--- config.mk ---
export PLATFORM = sky130hd
export DESIGN_NAME = fibonacci_wb_flat
export DESIGN_NICKNAME = d
export VERILOG_FILES = /design/src/rtl/fibonacci_wb_pkg.sv /design/src/rtl/fibonacci_wb_if.sv /design/src/rtl/fibonacci_wb_fib_core.sv /design/src/rtl/fibonacci_wb.sv /design/src/flat_wrapper.sv
export SDC_FILE = /design/constraint.sdc
export NUM_CORES = 1
export LEC_CHECK = 0
export CORE_UTILIZATION = 58
export DETAILED_ROUTE_END_ITERATION = 12
export PLACE_DENSITY = 0.85
export SYNTH_ARGS = -nofsm -noshare
export SYNTH_HDL_FRONTEND = slang
export SYNTH_SLANG_ARGS = --single-unit
--- constraint.sdc ---
create_clock -name wb_clk_i -period 6.2 [get_ports wb_clk_i]
set_clock_uncertainty 0.15 [all_clocks]
set_input_delay 0.93 -clock wb_clk_i [delete_from_list [all_inputs] [get_ports wb_clk_i]]
set_output_delay 0.93 -clock wb_clk_i [all_outputs]
set_load 0.02 [all_outputs]
--- src/rtl/fibonacci_wb_pkg.sv ---
// Shared definitions for the fibonacci_wb sequence generator: register map,
// bit positions, mode codes, FSM state type and a byte-lane merge helper.
package fibonacci_wb_pkg;

   localparam logic [1:0] RegCtrl   = 2'd0;
   localparam logic [1:0] RegN      = 2'd1;
   localparam logic [1:0] RegResult = 2'd2;
   localparam logic [1:0] RegStatus = 2'd3;

   localparam int unsigned CtrlStart = 0;
   localparam int unsigned CtrlMode  = 1;
   localparam int unsigned CtrlIrqEn = 2;

   localparam int unsigned StatBusy = 0;
   localparam int unsigned StatDone = 1;
   localparam int unsigned StatOvf  = 2;

   localparam logic ModeFib   = 1'b0;
   localparam logic ModeLucas = 1'b1;

   typedef enum logic {StIdle, StRun} state_e;

   function automatic logic [31:0] sel_merge(input logic [31:0] old_v,
                                             input logic [31:0] new_v,
                                             input logic [3:0]  sel);
      logic [31:0] r;
      for (int i = 0; i < 4; i++) begin
         r[8*i +: 8] = sel[i] ? new_v[8*i +: 8] : old_v[8*i +: 8];
      end
      return r;
   endfunction

endpackage

--- src/rtl/fibonacci_wb_if.sv ---
// Wishbone slave bus bundle for fibonacci_wb; signal suffixes are from the slave's view.
interface fibonacci_wb_if;
   logic        wbs_stb_i;
   logic        wbs_cyc_i;
   logic        wbs_we_i;
   logic [3:0]  wbs_sel_i;
   logic [31:0] wbs_adr_i;
   logic [31:0] wbs_dat_i;
   logic        wbs_ack_o;
   logic [31:0] wbs_dat_o;

   modport slave (
      input  wbs_stb_i, wbs_cyc_i, wbs_we_i, wbs_sel_i, wbs_adr_i, wbs_dat_i,
      output wbs_ack_o, wbs_dat_o
   );

   modport master (
      output wbs_stb_i, wbs_cyc_i, wbs_we_i, wbs_sel_i, wbs_adr_i, wbs_dat_i,
      input  wbs_ack_o, wbs_dat_o
   );
endinterface

--- src/rtl/fibonacci_wb_fib_core.sv ---
// Sequence engine: two-term recurrence with per-term overflow tracking.
// Loads seeds on i_start, steps N times, then pulses o_done_pulse for one cycle.
module fib_core
   import fibonacci_wb_pkg::*;
#(
   parameter int unsigned W  = 32,
   parameter int unsigned NW = 8
) (
   input  logic          i_clk,
   input  logic          i_rst,
   input  logic          i_start,
   input  logic          i_mode,
   input  logic [NW-1:0] i_n,
   output logic          o_busy,
   output logic          o_done_pulse,
   output logic [W-1:0]  o_result,
   output logic          o_ovf
);

   state_e        r_state, w_state_nxt;
   logic [W-1:0]  r_a, r_b;
   logic [NW-1:0] r_cnt;
   logic          r_oa, r_ob;
   logic [W:0]    w_sum;

   assign w_sum = {1'b0, r_a} + {1'b0, r_b};

   always_comb begin
      w_state_nxt  = r_state;
      o_done_pulse = 1'b0;
      unique case (r_state)
         StIdle: if (i_start) w_state_nxt = StRun;
         StRun: begin
            if (r_cnt == '0) begin
               o_done_pulse = 1'b1;
               w_state_nxt  = StIdle;
            end
         end
         default: w_state_nxt = StIdle;
      endcase
   end

   always_ff @(posedge i_clk) begin
      if (i_rst) begin
         r_state <= StIdle;
         r_a     <= '0;
         r_b     <= '0;
         r_cnt   <= '0;
         r_oa    <= 1'b0;
         r_ob    <= 1'b0;
      end else begin
         r_state <= w_state_nxt;
         if (r_state == StIdle && i_start) begin
            r_a   <= (i_mode == ModeLucas) ? W'(2) : '0;
            r_b   <= W'(1);
            r_cnt <= i_n;
            r_oa  <= 1'b0;
            r_ob  <= 1'b0;
         end else if (r_state == StRun && r_cnt != '0) begin
            r_a   <= r_b;
            r_b   <= w_sum[W-1:0];
            r_cnt <= r_cnt - 1'b1;
            r_oa  <= r_ob;
            // A term is out of range once either addend was, or this add carries.
            r_ob  <= r_ob | r_oa | w_sum[W];
         end
      end
   end

   assign o_busy   = (r_state == StRun);
   assign o_result = r_a;
   assign o_ovf    = r_oa;

endmodule

--- src/rtl/fibonacci_wb.sv ---
// Wishbone-slave Fibonacci/Lucas generator: bus decode, register file,
// status flags and level interrupt around the fib_core engine.
module fibonacci_wb
   import fibonacci_wb_pkg::*;
#(
   parameter int unsigned W         = 32,
   parameter int unsigned NW        = 8,
   parameter logic [31:0] BASE_ADDR = 32'h3000_0000
) (
   input  logic           wb_clk_i,
   input  logic           wb_rst_i,
   fibonacci_wb_if.slave  wbs,
   output logic           irq
);

   logic          r_ack;
   logic [31:0]   r_dat;
   logic          r_mode, r_irq_en, r_done, r_ovf;
   logic [NW-1:0] r_n;
   logic [W-1:0]  r_result;

   logic          w_hit, w_wr, w_start, w_busy, w_done_pulse, w_core_ovf;
   logic [1:0]    w_reg;
   logic [31:0]   w_rdata, w_old, w_wmerge;
   logic [W-1:0]  w_core_result;
   logic          w_unused;

   assign w_hit = wbs.wbs_cyc_i & wbs.wbs_stb_i & ~r_ack &
                  (wbs.wbs_adr_i[31:4] == BASE_ADDR[31:4]);
   assign w_wr  = w_hit & wbs.wbs_we_i;
   assign w_reg = wbs.wbs_adr_i[3:2];

   always_comb begin
      w_rdata = '0;
      unique case (w_reg)
         RegCtrl:   w_rdata = {29'b0, r_irq_en, r_mode, 1'b0};
         RegN:      w_rdata = 32'(r_n);
         RegResult: w_rdata = 32'(r_result);
         RegStatus: w_rdata = {29'b0, r_ovf, r_done, w_busy};
         default:   w_rdata = '0;
      endcase
   end

   // Unselected lanes keep the register's value; STATUS merges against zero so
   // an unselected lane never clears a flag.
   assign w_old    = (w_reg == RegCtrl || w_reg == RegN) ? w_rdata : '0;
   assign w_wmerge = sel_merge(w_old, wbs.wbs_dat_i, wbs.wbs_sel_i);
   assign w_start  = w_wr & (w_reg == RegCtrl) & w_wmerge[CtrlStart] & ~w_busy;

   fib_core #(
      .W  (W),
      .NW (NW)
   ) u_core (
      .i_clk        (wb_clk_i),
      .i_rst        (wb_rst_i),
      .i_start      (w_start),
      .i_mode       (w_wmerge[CtrlMode]),
      .i_n          (r_n),
      .o_busy       (w_busy),
      .o_done_pulse (w_done_pulse),
      .o_result     (w_core_result),
      .o_ovf        (w_core_ovf)
   );

   always_ff @(posedge wb_clk_i) begin
      if (wb_rst_i) begin
         r_ack    <= 1'b0;
         r_dat    <= '0;
         r_mode   <= ModeFib;
         r_irq_en <= 1'b0;
         r_n      <= '0;
         r_result <= '0;
         r_done   <= 1'b0;
         r_ovf    <= 1'b0;
      end else begin
         r_ack <= w_hit;
         r_dat <= (w_hit && !wbs.wbs_we_i) ? w_rdata : '0;
         if (w_wr && w_reg == RegCtrl) begin
            r_irq_en <= w_wmerge[CtrlIrqEn];
            if (!w_busy) r_mode <= w_wmerge[CtrlMode];
         end
         if (w_wr && w_reg == RegN && !w_busy) r_n <= w_wmerge[NW-1:0];
         if (w_start) begin
            r_done <= 1'b0;
            r_ovf  <= 1'b0;
         end
         if (w_wr && w_reg == RegStatus) begin
            if (w_wmerge[StatDone]) r_done <= 1'b0;
            if (w_wmerge[StatOvf])  r_ovf  <= 1'b0;
         end
         // Later assignment wins: completion beats a same-cycle clear.
         if (w_done_pulse) begin
            r_result <= w_core_result;
            r_done   <= 1'b1;
            r_ovf    <= w_core_ovf;
         end
      end
   end

   assign wbs.wbs_ack_o = r_ack;
   assign wbs.wbs_dat_o = r_dat;
   assign irq           = r_done & r_irq_en;

   assign w_unused = ^{wbs.wbs_adr_i[1:0], w_wmerge[31:NW]};

endmodule

--- src/flat_wrapper.sv ---
// flat-port wrapper written by rule: the top's interface ports become plain ports
module fibonacci_wb_flat import fibonacci_wb_pkg::*;
#(
   parameter int unsigned W         = 32,
   parameter int unsigned NW        = 8,
   parameter logic [31:0] BASE_ADDR = 32'h3000_0000
)
  (wb_clk_i, wb_rst_i, irq, wbs_wbs_stb_i, wbs_wbs_cyc_i, wbs_wbs_we_i, wbs_wbs_sel_i, wbs_wbs_adr_i, wbs_wbs_dat_i, wbs_wbs_ack_o, wbs_wbs_dat_o);
  fibonacci_wb_if wbs_i ();
  input  logic wb_clk_i;
  input  logic wb_rst_i;
  output logic irq;
  input wire logic [$bits(wbs_i.wbs_stb_i)-1:0] wbs_wbs_stb_i;
  input wire logic [$bits(wbs_i.wbs_cyc_i)-1:0] wbs_wbs_cyc_i;
  input wire logic [$bits(wbs_i.wbs_we_i)-1:0] wbs_wbs_we_i;
  input wire logic [$bits(wbs_i.wbs_sel_i)-1:0] wbs_wbs_sel_i;
  input wire logic [$bits(wbs_i.wbs_adr_i)-1:0] wbs_wbs_adr_i;
  input wire logic [$bits(wbs_i.wbs_dat_i)-1:0] wbs_wbs_dat_i;
  output wire logic [$bits(wbs_i.wbs_ack_o)-1:0] wbs_wbs_ack_o;
  output wire logic [$bits(wbs_i.wbs_dat_o)-1:0] wbs_wbs_dat_o;
  assign wbs_i.wbs_stb_i = wbs_wbs_stb_i;
  assign wbs_i.wbs_cyc_i = wbs_wbs_cyc_i;
  assign wbs_i.wbs_we_i = wbs_wbs_we_i;
  assign wbs_i.wbs_sel_i = wbs_wbs_sel_i;
  assign wbs_i.wbs_adr_i = wbs_wbs_adr_i;
  assign wbs_i.wbs_dat_i = wbs_wbs_dat_i;
  assign wbs_wbs_ack_o = wbs_i.wbs_ack_o;
  assign wbs_wbs_dat_o = wbs_i.wbs_dat_o;
  fibonacci_wb #(.W(W), .NW(NW), .BASE_ADDR(BASE_ADDR)) u_core (.wb_clk_i(wb_clk_i), .wb_rst_i(wb_rst_i), .wbs(wbs_i), .irq(irq));
endmodule
# Yosys cells after proc, flatten, opt, wreduce, memory -nomap -nowiden
# Index checks and enable logic that the tools add are counted.
[totals] ff_bits=152 latch_bits=0 mem_bits_rw=0 romBits=0 out_inout_bits=34 wordCells=74 n_memories=0
[classes] n_addsub=2 mul=0 div_mod_pow=0 magnitude_cmp=0 n_eq_ne=4 n_shift=0 n_mux=23 bitwise=13 n_reduce_logical=17
[ops] op="$pmux 32 s4" n=1
[ops] op="$mux 32" n=2
[ops] op="$add 32x32->33" n=1
[ops] op="$mux 8" n=4
[ops] op="$eq 28x26->1 const B" n=1
[ops] op="$mux 1" n=14
[ops] op="$and 1x1->1" n=8
[ops] op="$logic_not 8->1" n=1
[ops] op="$reduce_bool 8->1" n=1
[ops] op="$sub 8x1->8 const B" n=1
[ops] op="$logic_and 1x1->1" n=7
[ops] op="$eq 2x2->1 const B" n=2
[ops] op="$reduce_or 2->1" n=2
[ops] op="$not 1->1" n=3
[ops] op="$eq 2x1->1 const B" n=1
[ops] op="$logic_not 1->1" n=2
[ops] op="$logic_not 2->1" n=1
[ops] op="$mux 2" n=1
[ops] op="$or 1x1->1" n=2
[ops] op="$pmux 1 s2" n=1
[ops] op="$reduce_and 2->1" n=1
[ops] op="$reduce_bool 2->1" n=1
[ops] op="$logic_or 1x1->1" n=1

# Longest topological paths before layout
[depth] depth_word=11 ltp_mapped=12 depth_no_buf=12

# Hierarchy
# From an unflattened synthesis, not the netlist that was laid out.
[unflattened] cells_unflattened=877 hier_area_um2=7602.3
[by_module_without_submodules] mod="fib_core" n_inst=1 cells_per_inst=572 area_per_inst_um2=4480.5 seq_area_each_um2=1501.4
[by_module_without_submodules] mod="fibonacci_wb" n_inst=1 cells_per_inst=305 area_per_inst_um2=3121.7 seq_area_each_um2=1541.5

# Worst setup path before layout
# No wires, ideal clock.
[synth_path] path_type="input -> register" startpoint="in wbs_wbs_adr_i[5]" endpoint="reg u_core.u_core.r_ob" setup_ps=116 arrival_ps=2500 required_time_ps=5934 slack_ps=3434 stages=8 path_buffers=1 path_cell_list="nor4_1 nand4_1 nor3_2 nand4_2 nand2b_1 buf_4 a21oi_1 a31o_1"
[synth_via] elab_chain_cells=8
[synth_rtl] element="start, declared" line_no="flat_wrapper.sv:17" text="input wire logic [$bits(wbs_i.wbs_adr_i)-1:0] wbs_wbs_adr_i;"
[synth_rtl] element="$eq 28x26->1" line_no="fibonacci_wb.sv:29" text="(wbs.wbs_adr_i[31:4] == BASE_ADDR[31:4]);"
[synth_rtl] element="$and 1x1->1" line_no="fibonacci_wb.sv:28" text="assign w_hit = wbs.wbs_cyc_i & wbs.wbs_stb_i & ~r_ack &"
[synth_rtl] element="$and 1x1->1" line_no="fibonacci_wb.sv:30" text="assign w_wr = w_hit & wbs.wbs_we_i;"
[synth_rtl] element="$and 1x1->1 (3 in a row)" line_no="fibonacci_wb.sv:48" text="assign w_start = w_wr & (w_reg == RegCtrl) & w_wmerge[CtrlStart] & ~w_busy;"
[synth_rtl] element="$logic_and 1x1->1" line_no="fibonacci_wb_fib_core.sv:53" text="if (r_state == StIdle && i_start) begin"
[synth_rtl] element="$reduce_or 2->1 (no line)"
[synth_rtl] element="end signal, assigned" line_no="fibonacci_wb_fib_core.sv:65" text="r_ob <= r_ob | r_oa | w_sum[W];"
[synth_rtl] element="end, declared" line_no="fibonacci_wb_fib_core.sv:23" text="logic r_oa, r_ob;"
# No other way between the ends.
# A chain may end at the register's enable or synchronous reset.

# Worst setup path after layout
# Same ends and word-level chain as after synthesis.

==> flow_summary.json <==
{
  "synth_edf_count": 0,
  "critPathLaunchType": "primary input",
  "pwr_density_cell_mw_per_mm2": 244,
  "coreArea_mm2": 0.0116,
  "cts_tree": "built",
  "cp.required_ps": 6370,
  "critPathKind": "primary input to flip-flop",
  "num-fill-cells": 866,
  "postCtsSetupBuffers": 0,
  "drive_above_1_share_pct": 7.43,
  "ys_ff_latch": 152,
  "dpl-instance-area_mm2": 0.00778,
  "violations": "design-rule violations",
  "setup_slack_ps": 2130,
  "finalCriticalPeriod_ps": 4070,
  "status": "finished, violations left",
  "finalHoldViolCount": 0,
  "r2r_cells": 8,
  "antennaDiodeCount": 0,
  "hp-class": "flip-flop to flip-flop",
  "grt_max_degree": 74,
  "syn_avg_cell_area_um2": 8.42,
  "postSynthNetCount": 934,
  "avgViaCountPerCell": 5.79,
  "power_leakage_uw": 0.00330,
  "cp_top_family": "simple AND/OR/NAND/NOR gates",
  "worst_slew_pin_slew_ps": 874,
  "port_buffers": 77,
  "crit_slowest_cell": "nand2b_2",
  "max_freq_mhz": 246,
  "wire_per_inst_um": 14.5,
  "cts_root_buf": "clkbuf_16",
  "grt_first_pass_wirelength_um": 25500,
  "arrival_ps": 4230,
  "dp.cells": 1013,
  "synthCells": 827,
  "grt-ovfl-total": 0,
  "cp-end-kind": "flip-flop",
  "clock_latency_ps": 420,
  "first_global_vias": 5559,
  "finalMaxSlewViolations": 0,
  "route.final.wire_length_um": 15200,
  "slew_headroom_pct": 41.7,
  "std_cell_rows": 39,
  "ys.flop_type": "dfxtp_1",
  "slowest_delay_ps": 680,
  "drc_errors": 14,
  "die_h_um": 112,
  "ys_seq_area_share_pct": 43.7,
  "antenna_found_initial": 0,
  "synth_area_mm2": 0.00697,
  "dpl.hpwl_um": 9680,
  "finalNonFillerCells": 1045,
  "final_cell_mix": "nand2_1, dfxtp_1, a21oi_1",
  "cts_resized": 0,
  "antenna_left": 0,
  "cts_hold_buffers": 0,
  "final_nets": 996,
  "dp_slack_ps": 1720,
  "dieArea_mm2": 0.0125,
  "cts_buffers": 17,
  "cts.sinks": 152,
  "cap_viol_max_count": 0,
  "final_area_mm2": 0.00836,
  "critical_path_depth": 9,
  "critPathBufInv": 2,
  "drt_iter0_drc": 364,
  "cp_cell_sequence": "clkdlybuf4s50_1 -> nor4_1 -> nand4_1 -> nor3_2 -> nand4_2 -> nand2b_2 -> buf_4 -> nor2_1 -> a31o_1",
  "final_common_cell": "nand2_1",
  "start_util_pct": 60.2,
  "vias": 6054,
  "cts.htree.levels": 4,
  "clk_pin_slew_ps": 60,
  "hold_depth": 2,
  "die_w_um": 112,
  "dr.pass1.iters": 9,
  "ys_warn_count": 0,
  "pin_count": 107,
  "clockBufferDepth": 2,
  "rsz0062_at_grt": "no",
  "area_growth_pct": 20.0,
  "gp_congestion": 0.866,
  "yosysUniqueCellTypes": 65,
  "async_flop_share_pct": 0,
  "period_share_pct": 65.6,
  "crit_fanout": 30,
  "setup_viol": 0,
  "ir_drop_v": 0.000205,
  "timing.setup.tns_ps": 0,
  "grt_util_all_layers_pct": 25.1
}
power by group:
part           total (uW)  leakage [uW]  switching [uW]  internal, uW
Combinational        56.1       0.00180            26.9          29.2
Sequential            977       0.00122    0.0000000192           977
Clock                1010      0.000280             395           613
Total                2040       0.00330             422          1620
Yosys cell counts, drive strengths merged, types with 2 or more instances:
master,number,area [um2]
ha,33,413
o21ai,26,138
nand4,8,56.3
or2,3,18.8
nor3,14,80.1
and2,27,169
o2111ai,2,23.8
nor2b,4,25.0
xor2,15,131
a2111o,2,22.5
or3,3,18.8
a21o,13,97.6
nand3,17,85.1
nor2,47,181
a211oi,14,110
inv,7,26.3
clkbuf,20,75.1
nand2b,4,25.0
dfxtp,152,3040
mux2i,10,100
buf,22,131
a31oi,6,37.5
a22o,2,17.5
and3,7,43.8
nand2,187,704
a31o,4,35.0
or4,2,22.5
a21oi,119,599
nor4,12,75.1
a21boi,2,18.8
a22oi,6,45.0
xnor2,15,131
o211ai,3,22.5
mux4,2,45.0
registers in the layout (all words and copies together) (netlist names):
signal                  count
u_core.r_result            32
u_core.u_core.o_result     32
u_core.u_core.r_b          32
u_core.wbs.wbs_dat_o       32
u_core.r_n                  8
u_core.u_core.r_cnt         8
u_core.r_done               1
u_core.r_irq_en             1
u_core.r_mode               1
u_core.r_ovf                1
u_core.u_core.o_busy        1
u_core.u_core.o_ovf         1
u_core.u_core.r_ob          1
u_core.wbs.wbs_ack_o        1
logic make-up after synthesis:
kind of cell | Yosys count | share of synthesized area [%]
and+or+nand+nor | 340 | 22.5
muxes | 13 | 2.25
buffers and inverters | 49 | 3.34
DFF | 152 | 43.7
adders and majority gates | 34 | 6.22
AOI/OAI and AO/OA | 209 | 18.2
xor gates and xnor gates | 30 | 3.77
worst reg2reg max path, cell delays in order (launching register included):
cell and delay, ps:
dfxtp_1 320, nor3_1 210, nand4_1 180, nor3_2 410, nand4_2 530, nand2b_2 680
buf_4 350, nor2_1 70, a31o_1 240
per-layer routing:
| layer | part of all wire, % | wire length (um) | GRT usage, % | vias to the layer above |
|---|---|---|---|---|
| li1 | - | - | - | 3000 |
| met1 | 46 | 6900 | 31.3 | 2875 |
| met2 | 48 | 7230 | 43.0 | 159 |
| met3 | 5.6 | 848 | 6.75 | 20 |
| met4 | 1.1 | 174 | 6.40 | 0 |
| met5 | 0 | 0 | 0 | - |
path summary, 6_finish.rpt:
check        slack, ps                                to                              from
max reg2reg       2960   u_core.u_core.r_ob$_SDFFE_PP0P_   u_core.wbs.wbs_ack_o$_SDFF_PP0_
min reg2reg        300  u_core.r_result[27]$_SDFFE_PP0P_  u_core.r_result[27]$_SDFFE_PP0P_
min                300  u_core.r_result[27]$_SDFFE_PP0P_  u_core.r_result[27]$_SDFFE_PP0P_
max               2130   u_core.u_core.r_ob$_SDFFE_PP0P_                  wbs_wbs_adr_i[5]
metrics by stage:
stage | hold slack (ps) | utilization, % | power, uW
6_report | 297 | 72.3 | 2040
2_1_floorplan | 279 | - | 1020
5_1_grt | 316 | 72.3 | 2100
4_1_cts | 300 | 72.3 | 2050
3_5_place_dp | 289 | 67.2 | 1050
3_3_place_gp | 285 | 67.2 | 1050
layout make-up:
class                   count  area [um2]  share of cell area (%)
multi-input cells         626        3700                    44.3
flip-flops and latches    152        3040                    36.4
repair buffers             85         826                    9.88
clock buffers              21         460                    5.51
well taps                 143         179                    2.14
clock inverters            11         120                    1.44
inverters                   7        26.3                   0.314
(Power assumes the default switching activity.)
